**config.mk**
```make
export PLATFORM = sky130hd
export DESIGN_NAME = tl_width_adapter_flat
export DESIGN_NICKNAME = d
export VERILOG_FILES = /design/src/rtl/tl_width_adapter_if.sv /design/src/rtl/tl_width_adapter.sv /design/src/flat_wrapper.sv
export SDC_FILE = /design/constraint.sdc
export NUM_CORES = 1
export LEC_CHECK = 0
export CAP_MARGIN = 20
export CORE_AREA = 4 4 212 214
export CTS_BUF_LIST = sky130_fd_sc_hd__clkbuf_8
export DETAILED_ROUTE_END_ITERATION = 16
export DIE_AREA = 0 0 216 218
export GPL_ROUTABILITY_DRIVEN = 0
export PLACE_DENSITY_LB_ADDON = 0.25
export RECOVER_POWER = 100
export SLEW_MARGIN = 25
export SYNTH_ARGS = -nofsm -noshare
export SYNTH_HDL_FRONTEND = slang
export SYNTH_SLANG_ARGS = --single-unit
```
**constraint.sdc**
```tcl
create_clock -name clock -period 5.3 [get_ports clock]
set_input_delay 0.53 -clock clock [delete_from_list [all_inputs] [get_ports clock]]
set_output_delay 0.53 -clock clock [all_outputs]
set_load 0.01 [all_outputs]
```
**src/rtl/tl_width_adapter_if.sv**
```systemverilog
// TileLink-UL/UH A and D channel bundle for one port of a given data width.
// The adapter's upstream side uses the slave modport and its downstream side
// the master modport.
interface tl_width_adapter_if #(
    parameter int BYTES    = 16,
    parameter int ADDR_W   = 29,
    parameter int SOURCE_W = 6
);
    // A channel: request, master to slave
    logic                a_valid;
    logic                a_ready;
    logic [2:0]          a_bits_opcode;
    logic [2:0]          a_bits_param;
    logic [3:0]          a_bits_size;
    logic [SOURCE_W-1:0] a_bits_source;
    logic [ADDR_W-1:0]   a_bits_address;
    logic [BYTES-1:0]    a_bits_mask;
    logic [8*BYTES-1:0]  a_bits_data;
    logic                a_bits_corrupt;

    // D channel: response, slave to master
    logic                d_valid;
    logic                d_ready;
    logic [2:0]          d_bits_opcode;
    logic [1:0]          d_bits_param;
    logic [3:0]          d_bits_size;
    logic [SOURCE_W-1:0] d_bits_source;
    logic                d_bits_sink;
    logic                d_bits_denied;
    logic [8*BYTES-1:0]  d_bits_data;
    logic                d_bits_corrupt;

    modport master (
        output a_valid, a_bits_opcode, a_bits_param, a_bits_size, a_bits_source,
               a_bits_address, a_bits_mask, a_bits_data, a_bits_corrupt,
        input  a_ready,
        input  d_valid, d_bits_opcode, d_bits_param, d_bits_size, d_bits_source,
               d_bits_sink, d_bits_denied, d_bits_data, d_bits_corrupt,
        output d_ready
    );

    modport slave (
        input  a_valid, a_bits_opcode, a_bits_param, a_bits_size, a_bits_source,
               a_bits_address, a_bits_mask, a_bits_data, a_bits_corrupt,
        output a_ready,
        output d_valid, d_bits_opcode, d_bits_param, d_bits_size, d_bits_source,
               d_bits_sink, d_bits_denied, d_bits_data, d_bits_corrupt,
        input  d_ready
    );
endinterface

```
**src/rtl/tl_width_adapter.sv**
```systemverilog
// TileLink-UL/UH width adapter: wide upstream port (IN_BYTES) to narrow
// downstream port (OUT_BYTES).
//  - A: each wide beat is split into narrow beats by a lane counter.
//    There is no buffering, so the wide beat is held upstream until its
//    last narrow beat is accepted.
//  - D: narrow data beats are gathered into one wide beat in a holding
//    register. The wide beat is presented together with the final narrow beat.
// Optional macro TL_WIDTH_ADAPTER_DREG_EN inserts a 2-entry skid register on
// the upstream D output. This breaks the in_d_ready -> out_d_ready path at the
// cost of one cycle of latency.
module tl_width_adapter #(
    parameter int IN_BYTES  = 16,
    parameter int OUT_BYTES = 8,
    parameter int ADDR_W    = 29,
    parameter int SOURCE_W  = 6
) (
    input  logic               clock,
    input  logic               reset,
    tl_width_adapter_if.slave  auto_in,
    tl_width_adapter_if.master auto_out
);
    localparam int RATIO = IN_BYTES / OUT_BYTES;
    localparam int LG    = $clog2(OUT_BYTES);
    localparam int LG_R  = $clog2(RATIO);
    localparam int CW    = (LG_R > 0) ? LG_R : 1;
    localparam int NB    = 8 * OUT_BYTES;
    localparam int BUF_N = (RATIO > 1) ? RATIO - 1 : 1;

    typedef logic [CW-1:0] idx_t;

    // One wide D beat as presented upstream.
    typedef struct packed {
        logic [2:0]          opcode;
        logic [1:0]          param;
        logic [3:0]          size;
        logic [SOURCE_W-1:0] source;
        logic                sink;
        logic                denied;
        logic [8*IN_BYTES-1:0] data;
        logic                corrupt;
    } d_beat_t;

    // Index of the last narrow beat of a multi-beat group of 2^size bytes.
    // The group length is capped at RATIO narrow beats.
    function automatic idx_t group_last(input logic [3:0] size);
        int excess;
        if (int'(size) <= LG) return '0;
        excess = int'(size) - LG;
        if (excess >= LG_R) return idx_t'(RATIO - 1);
        return idx_t'((1 << excess) - 1);
    endfunction

    // ------------------------------------------------------------------
    // A channel split
    // ------------------------------------------------------------------
    idx_t r_a_idx;
    idx_t w_a_last_idx;
    idx_t w_a_lane;
    logic w_a_last;
    logic w_a_valid;
    logic w_a_fire;

    // Number of narrow beats this wide request needs.
    // Only Put/Arithmetic/Logical requests (opcodes 0-3) carry data and split.
    // Get and Intent requests (opcodes 4-5) always take a single beat.
    always_comb begin
        // NOTE: every always_comb output gets a default first so no path can infer a latch.
        w_a_last_idx = '0;
        if (auto_in.a_bits_opcode <= 3'd3)
            w_a_last_idx = group_last(auto_in.a_bits_size);
    end

    assign w_a_last  = (r_a_idx == w_a_last_idx);
    assign w_a_lane  = (idx_t'(auto_in.a_bits_address >> LG) + r_a_idx) & idx_t'(RATIO - 1);
    assign w_a_valid = auto_in.a_valid & ~reset;
    assign w_a_fire  = w_a_valid & auto_out.a_ready;

    assign auto_out.a_valid          = w_a_valid;
    assign auto_out.a_bits_opcode    = auto_in.a_bits_opcode;
    assign auto_out.a_bits_param     = auto_in.a_bits_param;
    assign auto_out.a_bits_size      = auto_in.a_bits_size;
    assign auto_out.a_bits_source    = auto_in.a_bits_source;
    assign auto_out.a_bits_address   = auto_in.a_bits_address;
    assign auto_out.a_bits_corrupt   = auto_in.a_bits_corrupt;
    assign auto_out.a_bits_data      = auto_in.a_bits_data[w_a_lane*NB +: NB];
    assign auto_out.a_bits_mask      = auto_in.a_bits_mask[w_a_lane*OUT_BYTES +: OUT_BYTES];
    assign auto_in.a_ready           = auto_out.a_ready & w_a_last & ~reset;

    // Advance the split lane on each accepted narrow beat and wrap after the last one.
    always_ff @(posedge clock or posedge reset) begin
        if (reset) begin
            // NOTE: sequential state is only ever assigned with <= so all flops update together.
            r_a_idx <= '0;
        end else if (w_a_fire) begin
            r_a_idx <= w_a_last ? '0 : r_a_idx + idx_t'(1);
        end
    end

    // ------------------------------------------------------------------
    // D channel gather
    // ------------------------------------------------------------------
    idx_t          r_d_idx;
    logic [NB-1:0] r_buf [BUF_N];
    logic          r_denied_acc;
    logic          r_corrupt_acc;

    logic                  w_d_is_data;
    idx_t                  w_d_last_idx;
    logic                  w_d_last;
    logic                  w_d_ready;
    logic                  w_d_fire;
    logic                  w_up_valid;
    logic                  w_up_ready;
    logic [8*IN_BYTES-1:0] w_d_data;
    d_beat_t               w_d_beat;
    d_beat_t               w_d_out;

    // Work out the gather group length. Only AccessAckData (opcode 1) and
    // GrantData (opcode 5) carry data, and only those with size > LG need
    // more than one narrow beat.
    always_comb begin
        w_d_is_data  = (auto_out.d_bits_opcode == 3'd1) || (auto_out.d_bits_opcode == 3'd5);
        w_d_last_idx = '0;
        if (w_d_is_data)
            w_d_last_idx = group_last(auto_out.d_bits_size);
    end

    assign w_d_last = (r_d_idx == w_d_last_idx);

    // Assemble the wide beat. Lane i takes group slot (i mod group).
    // That slot is either the current narrow beat or a stored one.
    // This also replicates short groups across the remaining lanes.
    always_comb begin
        w_d_data = '0;
        if (w_d_is_data) begin
            for (int i = 0; i < RATIO; i++) begin
                if ((idx_t'(i) & w_d_last_idx) == r_d_idx) begin
                    w_d_data[i*NB +: NB] = auto_out.d_bits_data;
                end else begin
                    for (int k = 0; k < BUF_N; k++) begin
                        if (idx_t'(k) == (idx_t'(i) & w_d_last_idx))
                            w_d_data[i*NB +: NB] = r_buf[k];
                    end
                end
            end
        end
    end

    assign w_d_beat.opcode  = auto_out.d_bits_opcode;
    assign w_d_beat.param   = auto_out.d_bits_param;
    assign w_d_beat.size    = auto_out.d_bits_size;
    assign w_d_beat.source  = auto_out.d_bits_source;
    assign w_d_beat.sink    = auto_out.d_bits_sink;
    assign w_d_beat.denied  = r_denied_acc | auto_out.d_bits_denied;
    assign w_d_beat.corrupt = r_corrupt_acc | auto_out.d_bits_corrupt;
    assign w_d_beat.data    = w_d_data;

    // Non-final beats are always absorbed.
    // The final beat waits on the upstream side.
    assign w_up_valid       = auto_out.d_valid & w_d_last & ~reset;
    assign w_d_ready        = ~reset & (~w_d_last | w_up_ready);
    assign w_d_fire         = auto_out.d_valid & w_d_ready;
    assign auto_out.d_ready = w_d_ready;

    // Store non-final narrow beats and OR-accumulate their error flags.
    // The accepted final beat clears the group.
    always_ff @(posedge clock or posedge reset) begin
        if (reset) begin
            r_d_idx       <= '0;
            r_denied_acc  <= 1'b0;
            r_corrupt_acc <= 1'b0;
            // NOTE: the gather buffer is reset so a group discarded by reset can never leak into a later beat.
            for (int k = 0; k < BUF_N; k++)
                r_buf[k] <= '0;
        end else if (w_d_fire) begin
            if (w_d_last) begin
                r_d_idx       <= '0;
                r_denied_acc  <= 1'b0;
                r_corrupt_acc <= 1'b0;
            end else begin
                r_d_idx       <= r_d_idx + idx_t'(1);
                r_denied_acc  <= r_denied_acc | auto_out.d_bits_denied;
                r_corrupt_acc <= r_corrupt_acc | auto_out.d_bits_corrupt;
                for (int k = 0; k < BUF_N; k++) begin
                    if (idx_t'(k) == r_d_idx)
                        r_buf[k] <= auto_out.d_bits_data;
                end
            end
        end
    end

`ifdef TL_WIDTH_ADAPTER_DREG_EN
    // Two-entry skid register on the upstream D output.
    // Readiness depends only on occupancy, never on in_d_ready.
    d_beat_t    r_skid [2];
    logic       r_wr_ptr;
    logic       r_rd_ptr;
    logic [1:0] r_count;
    logic       w_push;
    logic       w_pop;

    assign w_up_ready = (r_count != 2'd2);
    assign w_push     = w_up_valid & w_up_ready;
    assign w_pop      = (r_count != 2'd0) & auto_in.d_ready;

    // Skid pointers and occupancy.
    always_ff @(posedge clock or posedge reset) begin
        if (reset) begin
            r_wr_ptr <= 1'b0;
            r_rd_ptr <= 1'b0;
            r_count  <= 2'd0;
        end else begin
            if (w_push) r_wr_ptr <= ~r_wr_ptr;
            if (w_pop)  r_rd_ptr <= ~r_rd_ptr;
            case ({w_push, w_pop})
                2'b10:   r_count <= r_count + 2'd1;
                2'b01:   r_count <= r_count - 2'd1;
                default: r_count <= r_count;
            endcase
        end
    end

    // Skid storage. It is qualified by the occupancy count, so it needs no reset.
    always_ff @(posedge clock) begin
        if (w_push) r_skid[r_wr_ptr] <= w_d_beat;
    end

    assign w_d_out         = r_skid[r_rd_ptr];
    assign auto_in.d_valid = (r_count != 2'd0) & ~reset;
`else
    assign w_up_ready      = auto_in.d_ready;
    assign w_d_out         = w_d_beat;
    assign auto_in.d_valid = w_up_valid;
`endif

    assign auto_in.d_bits_opcode  = w_d_out.opcode;
    assign auto_in.d_bits_param   = w_d_out.param;
    assign auto_in.d_bits_size    = w_d_out.size;
    assign auto_in.d_bits_source  = w_d_out.source;
    assign auto_in.d_bits_sink    = w_d_out.sink;
    assign auto_in.d_bits_denied  = w_d_out.denied;
    assign auto_in.d_bits_data    = w_d_out.data;
    assign auto_in.d_bits_corrupt = w_d_out.corrupt;

endmodule

```
**src/flat_wrapper.sv**
```systemverilog
// flat-port wrapper written by rule: the top's interface ports become plain ports
module tl_width_adapter_flat 
#(
    parameter int IN_BYTES  = 16,
    parameter int OUT_BYTES = 8,
    parameter int ADDR_W    = 29,
    parameter int SOURCE_W  = 6
)
  (clock, reset, auto_in_a_valid, auto_in_a_bits_opcode, auto_in_a_bits_param, auto_in_a_bits_size, auto_in_a_bits_source, auto_in_a_bits_address, auto_in_a_bits_mask, auto_in_a_bits_data, auto_in_a_bits_corrupt, auto_in_a_ready, auto_in_d_valid, auto_in_d_bits_opcode, auto_in_d_bits_param, auto_in_d_bits_size, auto_in_d_bits_source, auto_in_d_bits_sink, auto_in_d_bits_denied, auto_in_d_bits_data, auto_in_d_bits_corrupt, auto_in_d_ready, auto_out_a_valid, auto_out_a_bits_opcode, auto_out_a_bits_param, auto_out_a_bits_size, auto_out_a_bits_source, auto_out_a_bits_address, auto_out_a_bits_mask, auto_out_a_bits_data, auto_out_a_bits_corrupt, auto_out_a_ready, auto_out_d_valid, auto_out_d_bits_opcode, auto_out_d_bits_param, auto_out_d_bits_size, auto_out_d_bits_source, auto_out_d_bits_sink, auto_out_d_bits_denied, auto_out_d_bits_data, auto_out_d_bits_corrupt, auto_out_d_ready);
  tl_width_adapter_if #(.BYTES(IN_BYTES), .ADDR_W(ADDR_W), .SOURCE_W(SOURCE_W)) auto_in_i ();
  tl_width_adapter_if #(.BYTES(OUT_BYTES), .ADDR_W(ADDR_W), .SOURCE_W(SOURCE_W)) auto_out_i ();
  input  logic clock;
  input  logic reset;
  input wire logic [$bits(auto_in_i.a_valid)-1:0] auto_in_a_valid;
  input wire logic [$bits(auto_in_i.a_bits_opcode)-1:0] auto_in_a_bits_opcode;
  input wire logic [$bits(auto_in_i.a_bits_param)-1:0] auto_in_a_bits_param;
  input wire logic [$bits(auto_in_i.a_bits_size)-1:0] auto_in_a_bits_size;
  input wire logic [$bits(auto_in_i.a_bits_source)-1:0] auto_in_a_bits_source;
  input wire logic [$bits(auto_in_i.a_bits_address)-1:0] auto_in_a_bits_address;
  input wire logic [$bits(auto_in_i.a_bits_mask)-1:0] auto_in_a_bits_mask;
  input wire logic [$bits(auto_in_i.a_bits_data)-1:0] auto_in_a_bits_data;
  input wire logic [$bits(auto_in_i.a_bits_corrupt)-1:0] auto_in_a_bits_corrupt;
  output wire logic [$bits(auto_in_i.a_ready)-1:0] auto_in_a_ready;
  output wire logic [$bits(auto_in_i.d_valid)-1:0] auto_in_d_valid;
  output wire logic [$bits(auto_in_i.d_bits_opcode)-1:0] auto_in_d_bits_opcode;
  output wire logic [$bits(auto_in_i.d_bits_param)-1:0] auto_in_d_bits_param;
  output wire logic [$bits(auto_in_i.d_bits_size)-1:0] auto_in_d_bits_size;
  output wire logic [$bits(auto_in_i.d_bits_source)-1:0] auto_in_d_bits_source;
  output wire logic [$bits(auto_in_i.d_bits_sink)-1:0] auto_in_d_bits_sink;
  output wire logic [$bits(auto_in_i.d_bits_denied)-1:0] auto_in_d_bits_denied;
  output wire logic [$bits(auto_in_i.d_bits_data)-1:0] auto_in_d_bits_data;
  output wire logic [$bits(auto_in_i.d_bits_corrupt)-1:0] auto_in_d_bits_corrupt;
  input wire logic [$bits(auto_in_i.d_ready)-1:0] auto_in_d_ready;
  output wire logic [$bits(auto_out_i.a_valid)-1:0] auto_out_a_valid;
  output wire logic [$bits(auto_out_i.a_bits_opcode)-1:0] auto_out_a_bits_opcode;
  output wire logic [$bits(auto_out_i.a_bits_param)-1:0] auto_out_a_bits_param;
  output wire logic [$bits(auto_out_i.a_bits_size)-1:0] auto_out_a_bits_size;
  output wire logic [$bits(auto_out_i.a_bits_source)-1:0] auto_out_a_bits_source;
  output wire logic [$bits(auto_out_i.a_bits_address)-1:0] auto_out_a_bits_address;
  output wire logic [$bits(auto_out_i.a_bits_mask)-1:0] auto_out_a_bits_mask;
  output wire logic [$bits(auto_out_i.a_bits_data)-1:0] auto_out_a_bits_data;
  output wire logic [$bits(auto_out_i.a_bits_corrupt)-1:0] auto_out_a_bits_corrupt;
  input wire logic [$bits(auto_out_i.a_ready)-1:0] auto_out_a_ready;
  input wire logic [$bits(auto_out_i.d_valid)-1:0] auto_out_d_valid;
  input wire logic [$bits(auto_out_i.d_bits_opcode)-1:0] auto_out_d_bits_opcode;
  input wire logic [$bits(auto_out_i.d_bits_param)-1:0] auto_out_d_bits_param;
  input wire logic [$bits(auto_out_i.d_bits_size)-1:0] auto_out_d_bits_size;
  input wire logic [$bits(auto_out_i.d_bits_source)-1:0] auto_out_d_bits_source;
  input wire logic [$bits(auto_out_i.d_bits_sink)-1:0] auto_out_d_bits_sink;
  input wire logic [$bits(auto_out_i.d_bits_denied)-1:0] auto_out_d_bits_denied;
  input wire logic [$bits(auto_out_i.d_bits_data)-1:0] auto_out_d_bits_data;
  input wire logic [$bits(auto_out_i.d_bits_corrupt)-1:0] auto_out_d_bits_corrupt;
  output wire logic [$bits(auto_out_i.d_ready)-1:0] auto_out_d_ready;
  assign auto_in_i.a_valid = auto_in_a_valid;
  assign auto_in_i.a_bits_opcode = auto_in_a_bits_opcode;
  assign auto_in_i.a_bits_param = auto_in_a_bits_param;
  assign auto_in_i.a_bits_size = auto_in_a_bits_size;
  assign auto_in_i.a_bits_source = auto_in_a_bits_source;
  assign auto_in_i.a_bits_address = auto_in_a_bits_address;
  assign auto_in_i.a_bits_mask = auto_in_a_bits_mask;
  assign auto_in_i.a_bits_data = auto_in_a_bits_data;
  assign auto_in_i.a_bits_corrupt = auto_in_a_bits_corrupt;
  assign auto_in_a_ready = auto_in_i.a_ready;
  assign auto_in_d_valid = auto_in_i.d_valid;
  assign auto_in_d_bits_opcode = auto_in_i.d_bits_opcode;
  assign auto_in_d_bits_param = auto_in_i.d_bits_param;
  assign auto_in_d_bits_size = auto_in_i.d_bits_size;
  assign auto_in_d_bits_source = auto_in_i.d_bits_source;
  assign auto_in_d_bits_sink = auto_in_i.d_bits_sink;
  assign auto_in_d_bits_denied = auto_in_i.d_bits_denied;
  assign auto_in_d_bits_data = auto_in_i.d_bits_data;
  assign auto_in_d_bits_corrupt = auto_in_i.d_bits_corrupt;
  assign auto_in_i.d_ready = auto_in_d_ready;
  assign auto_out_a_valid = auto_out_i.a_valid;
  assign auto_out_a_bits_opcode = auto_out_i.a_bits_opcode;
  assign auto_out_a_bits_param = auto_out_i.a_bits_param;
  assign auto_out_a_bits_size = auto_out_i.a_bits_size;
  assign auto_out_a_bits_source = auto_out_i.a_bits_source;
  assign auto_out_a_bits_address = auto_out_i.a_bits_address;
  assign auto_out_a_bits_mask = auto_out_i.a_bits_mask;
  assign auto_out_a_bits_data = auto_out_i.a_bits_data;
  assign auto_out_a_bits_corrupt = auto_out_i.a_bits_corrupt;
  assign auto_out_i.a_ready = auto_out_a_ready;
  assign auto_out_i.d_valid = auto_out_d_valid;
  assign auto_out_i.d_bits_opcode = auto_out_d_bits_opcode;
  assign auto_out_i.d_bits_param = auto_out_d_bits_param;
  assign auto_out_i.d_bits_size = auto_out_d_bits_size;
  assign auto_out_i.d_bits_source = auto_out_d_bits_source;
  assign auto_out_i.d_bits_sink = auto_out_d_bits_sink;
  assign auto_out_i.d_bits_denied = auto_out_d_bits_denied;
  assign auto_out_i.d_bits_data = auto_out_d_bits_data;
  assign auto_out_i.d_bits_corrupt = auto_out_d_bits_corrupt;
  assign auto_out_d_ready = auto_out_i.d_ready;
  tl_width_adapter #(.IN_BYTES(IN_BYTES), .OUT_BYTES(OUT_BYTES), .ADDR_W(ADDR_W), .SOURCE_W(SOURCE_W)) u_core (.clock(clock), .reset(reset), .auto_in(auto_in_i), .auto_out(auto_out_i));
endmodule
```
Word-level counts from Yosys, hierarchy flattened

Cells that the tools add are included.

$add $sub $neg: 7
$lt $le $gt $ge: 5
Equal/unequal tests: 5
Shift operators: 4
Muxes and demuxes: 28
Bitwise logic cells: 13
Reduce and logical (&&, ||, !) cells: 2

Operator list:

| cell                   | number |
|---|---|
| $mux W64               | 3 |
| $mux W128              | 1 |
| $shiftx A128 B8 Y64    | 1 |
| $ge A32 B2 Y1 const B  | 2 |
| $shl A1 B32 Y1 const A | 2 |
| $mux W1                | 24 |
| $shiftx A16 B5 Y8      | 1 |
| $sub A4 B2 Y5 const B  | 2 |
| $and A1 B1 Y1          | 8 |
| $le A4 B2 Y1 const B   | 2 |
| $eq A1 B1 Y1           | 3 |
| $eq A3 B1 Y1 const B   | 1 |
| $eq A3 B3 Y1 const B   | 1 |
| $le A3 B2 Y1 const B   | 1 |
| $or A1 B1 Y1           | 3 |
| $add A1 B1 Y1 const B  | 2 |
| $not A1 Y1             | 2 |
| $reduce_and A2 Y1      | 1 |
| $sub A1 B1 Y1 const B  | 2 |
| $add A1 B1 Y1          | 1 |
| $logic_or A1 B1 Y1     | 1 |

Register bits: 68
Input bits: 278
Output and inout bits: 268

Depth between registers and ports, before layout

Depth after elaboration: 14
Depth in mapped cells: 12
Gate-level depth less buffers: 9

Worst setup path after synthesis

No wires, ideal clock.

Kind: in2out
Start point: input auto_out_d_bits_size[0]
End point: output auto_in_d_bits_data[100]
Data arrival time: 2794 ps
Data required time: 4770 ps
Setup slack: 1976 ps
Stages on the path: 12
Path buffers: 4
Cells stage by stage: inv_1 > ha_1 > nor4b_1 > o221ai_1 > buf_2 > and2_1 > ha_1 > clkbuf_1 > buf_2 > clkbuf_1 > nand3_1 > o21ai_0

Word-level cells in the longest chain between the ends: 11
Elaborated cells on any way between the ends: 18
Classes of those cells: add/sub (2); order compare (2); eq/ne (1); shift (1); mux (12)

Ends and longest elaborated chain:

| element                                         | line                                             | source |
|---|---|---|
| start: declaration                              | flat_wrapper.sv:47                               | `input wire logic [$bits(auto_out_i.d_bits_size)-1:0] auto_out_d_bits_size;` |
| $sub A4 B2 Y5                                   | tl_width_adapter.sv:48                           | `excess = int'(size) - LG;` |
| $ge A32 B2 Y1                                   | tl_width_adapter.sv:49                           | `if (excess >= LG_R) return idx_t'(RATIO - 1);` |
| $mux W1                                         | tl_width_adapter.sv:49                           |  |
| $mux W1                                         | tl_width_adapter.sv:48                           |  |
| $mux W1                                         | tl_width_adapter.sv:124                          | `if (w_d_is_data)` |
| $mux W1                                         | tl_width_adapter.sv:50                           | `return idx_t'((1 << excess) - 1);` |
| $mux W1 (*)                                     | tl_width_adapter.sv:48                           |  |
| $mux W1 (*)                                     | tl_width_adapter.sv:124                          |  |
| $mux W64 / $eq A1 B1 Y1 (equally long branches) | tl_width_adapter.sv:141, tl_width_adapter.sv:137 |  |
| $mux W64 (*)                                    | tl_width_adapter.sv:137                          | `if ((idx_t'(i) & w_d_last_idx) == r_d_idx) begin` |
| $mux W128 (*)                                   | tl_width_adapter.sv:135                          | `if (w_d_is_data) begin` |
| end: declaration                                | flat_wrapper.sv:31                               | `output wire logic [$bits(auto_in_i.d_bits_data)-1:0] auto_in_d_bits_data;` |

Every way passes the cells marked *; elsewhere a longest branch is shown, timed or not. The select of a mux whose other input is x is not followed.

Worst setup path after layout

Start point: input auto_out_d_bits_size[0]
End point: output auto_in_d_bits_data[101]

The elaborated chain is that of the path after synthesis.

==> flow_summary.yaml <==
place:
  hpwl_mm: 32.01
  dpl_worst_slack_ps: 710.6
  io_buffers: 445
  dp_cells: 1611
synthesis:
  async_flop_share: 1.000
  postSynthAreaPerCell_um2: 9.094
  yosys_warnings: 0
  syn_area_mm2: 0.006339
  synthFlopType: "dfrtp_1"
  synth_edf_count: 0
  yosysSeqAreaShare: 0.2685
  syn_inst: 697
  yosysUniqueCellTypes: 29
  ys_ff_latch: 68
  synth_nets: 981
setup_path:
  worstPathRequired_ps: 4770
  rr_endpoint: "u_core.r_buf[20]"
  r2r_setup_slack_ps: 1620
  crit_arrival_ps: 4190
  cpMaxStageDelayCell: "dlygate4sd3_1"
  cp-endpoint: "auto_in_d_bits_data[101]"
  cp-startpoint: "auto_out_d_bits_size[0]"
  cp_common_cell: "dlygate4sd3_1"
  cp_top_family: "buffers and inverters"
  critPathCaptureType: "output port"
  path_cells: "dlygate4sd3_1 -> inv_1 -> ha_1 -> nor4b_1 -> o221ai_4 -> and2_0 -> ha_4 -> buf_4 -> nand3b_1 -> o21ai_0 -> dlygate4sd3_1"
  ff2ff_path_depth: 5
  cp_num_buf_inv: 4
  worstReg2RegStart: "u_core.r_d_idx"
  cp_max_fo: 42
  startpoint_type: "primary input"
  worstSetupPathDepth: 11
  critical-path-max-stage-delay_ps: 650
  worstSetupPathType: "in2out"
flow_run:
  drv_cap: 4
cts:
  clockRootBuffer: "clkbuf_8"
  cts_setup_buffers: 0
  cts_max_level: 3
  numClockSinks: 68
  ctsHoldBuffers: 0
  cts_tree: "yes"
  numCtsBuffers: 9
  clock_latency_ps: 370
  cts.clk_slew.worst_paths_ps: 90
  cts_resized: 0
  clockBufferDepth: 2
floorplan:
  die_h_um: 218
  core-area_mm2: 0.04289
  ioPinCount: 546
  initial_core_util: 0.1478
  core.rowCount: 76
  fp.dieArea_mm2: 0.04709
  die_width_um: 216
drt:
  drt-total-wl_mm: 39.76
  routed_via_density: 4.074
  ant_nets: 0
  route.detailed.drc: 0
  post_drt_wl_per_cell_um: 24.41
  dr.pass1.iters: 5
  vias: 6636
  drt_iter0_drc: 261
hold_path:
  hold_class: "reg2reg"
  min_delay_path_depth: 1
timing:
  setup_slack_ps: 577.2
  hold_viol: 0
  drv_slew: 210
  max_slew_margin: -0.4481
  setup_viol_count_final: 0
  worstMarginPinSlew_ps: 2172
  post-route-period-util: 0.8911
  clock.fmax_mhz: 211.7
  grt_setup_unrepaired: "false"
  period_minus_slack_ps: 4723
  tns_ps: 0
  holdWs_ps: 512.1
  skew_ps: 8.250
grt:
  antenna_found_initial: 2
  grt_usage: 0.1607
  grt_max_degree: 129
  grt_overflow: 0
  grt_pass1_vias: 6911
  grt_pass1_wl_mm: 54.59
power:
  p_total_mw: 3.173
  p_per_area_mw_per_mm2: 285.3
  peakVddDrop_uv: 113.0
  p_leak_nw: 4.278
final_layout:
  fin_cells: 1629
  finalNetCount: 1321
  drive_gt1_frac: 0.1094
  areaGrowthSynthToFinish_pct: 75.46
status:
  violations: "capacitance limit, slew limit"
  status: "finished with violations"
[area by class of cell]
class                      count  area (um^2)
sequential                    68         1705
antenna                        2        5.005
multi-input combinational    493         3864
inverter                      10        38.79
clock inverter                 3        42.54
fill                        4627        31760
clock buffer                  13        178.9
tap                          585        732.0
timing repair buffer         455         4556
[sequential cells by signal (all words and copies together), names as in the netlist]
register and count:
u_core.r_denied_acc 1, u_core.r_buf 64, u_core.r_d_idx 1, u_core.r_a_idx 1, u_core.r_corrupt_acc 1
[worst reg2reg max path, cell delays in order (launching register included)]
cell	delay (ps)
dfrtp_4	840
inv_1	170
ha_4	410
nor3_1	230
clkbuf_2	1410
mux2_2	510
[cells in the final DEF, fill, tap and decap left out, types with 13 or more instances in the layout]
cell	synthesis	layout
clkdlybuf4s50_1	0	257
dlygate4sd3_1	0	188
mux2_2	109	81
dfrtp_1	68	67
nor2_1	66	66
o21ai_0	65	65
nand3b_1	64	64
nand3_1	64	64
mux2i_1	64	64
mux2_1	29	57
clkbuf_8	0	13
[cells in the mapped netlist, types with 2 or more instances]
cell type	count	area [um^2]
clkbuf_1	36	135.1
nand3b_1	64	480.5
buf_6	6	67.56
and2_1	2	12.51
o21ai_0	65	325.3
nor2_1	66	247.7
a21oi_1	3	15.01
nand2_1	3	11.26
buf_1	4	15.01
mux2_1	29	326.6
buf_2	18	90.09
nand3_1	64	320.3
dfrtp_1	68	1702
nand2b_1	2	12.51
buf_4	62	465.5
o2bb2ai_1	2	17.52
mux2_2	109	1227
mux2i_1	64	640.6
or2_2	2	12.51
inv_1	10	37.54
nor2b_1	5	31.28
ha_1	6	75.07
[cells by family (layout without fill, tap and decap cells)]
kind of cell,after synthesis,in the layout,synth area share
AO/OA/AOI/OAI,73,73,0.06001
multiplexers,202,202,0.3462
AND/OR/NAND/NOR,211,211,0.1830
adder cells (fa/ha/maj),6,6,0.01184
flip-flops,68,68,0.2685
buffers and inverters,136,481,0.1279
other,0,2,0
XOR/XNOR,1,1,0.002567
[stage by stage]
stage / utilization / cell area (um^2)
floorplan: - / 6339
global placement: 0.2548 / 10930
detailed placement: 0.2552 / 10950
CTS: 0.2604 / 11170
global route: 0.2593 / 11120
finish: 0.2593 / 11120
[metal layers]
| layer | share of wire | vias to the layer above | GRT usage |
|---|---|---|---|
| met5 | 0.0037 | - | 0.02083 |
| met4 | 0.0086 | 4 | 0.02838 |
| met3 | 0.12 | 20 | 0.08945 |
| met2 | 0.47 | 338 | 0.2674 |
| met1 | 0.39 | 3196 | 0.1823 |
| li1 | - | 3078 | - |
[power breakdown]
part,internal (mW),total (mW),switching [mW]
clock,0.269,0.507,0.238
combinational,0.905,1.66,0.757
sequential,0.776,1.00,0.228
[how the worst min path moves through the flow]
| stage | end | startpoint | slack [ps] |
|---|---|---|---|
| floorplan | u_core.r_corrupt_acc | u_core.r_corrupt_acc | 470 |
| global placement | u_core.r_denied_acc | u_core.r_denied_acc | 490 |
| detailed placement | u_core.r_denied_acc | u_core.r_denied_acc | 500 |
| CTS | u_core.r_denied_acc | u_core.r_denied_acc | 520 |
| global route | u_core.r_denied_acc | u_core.r_denied_acc | 530 |
| finish | u_core.r_denied_acc | u_core.r_denied_acc | 510 |
Note: power is estimated with default switching activity, not from simulation.
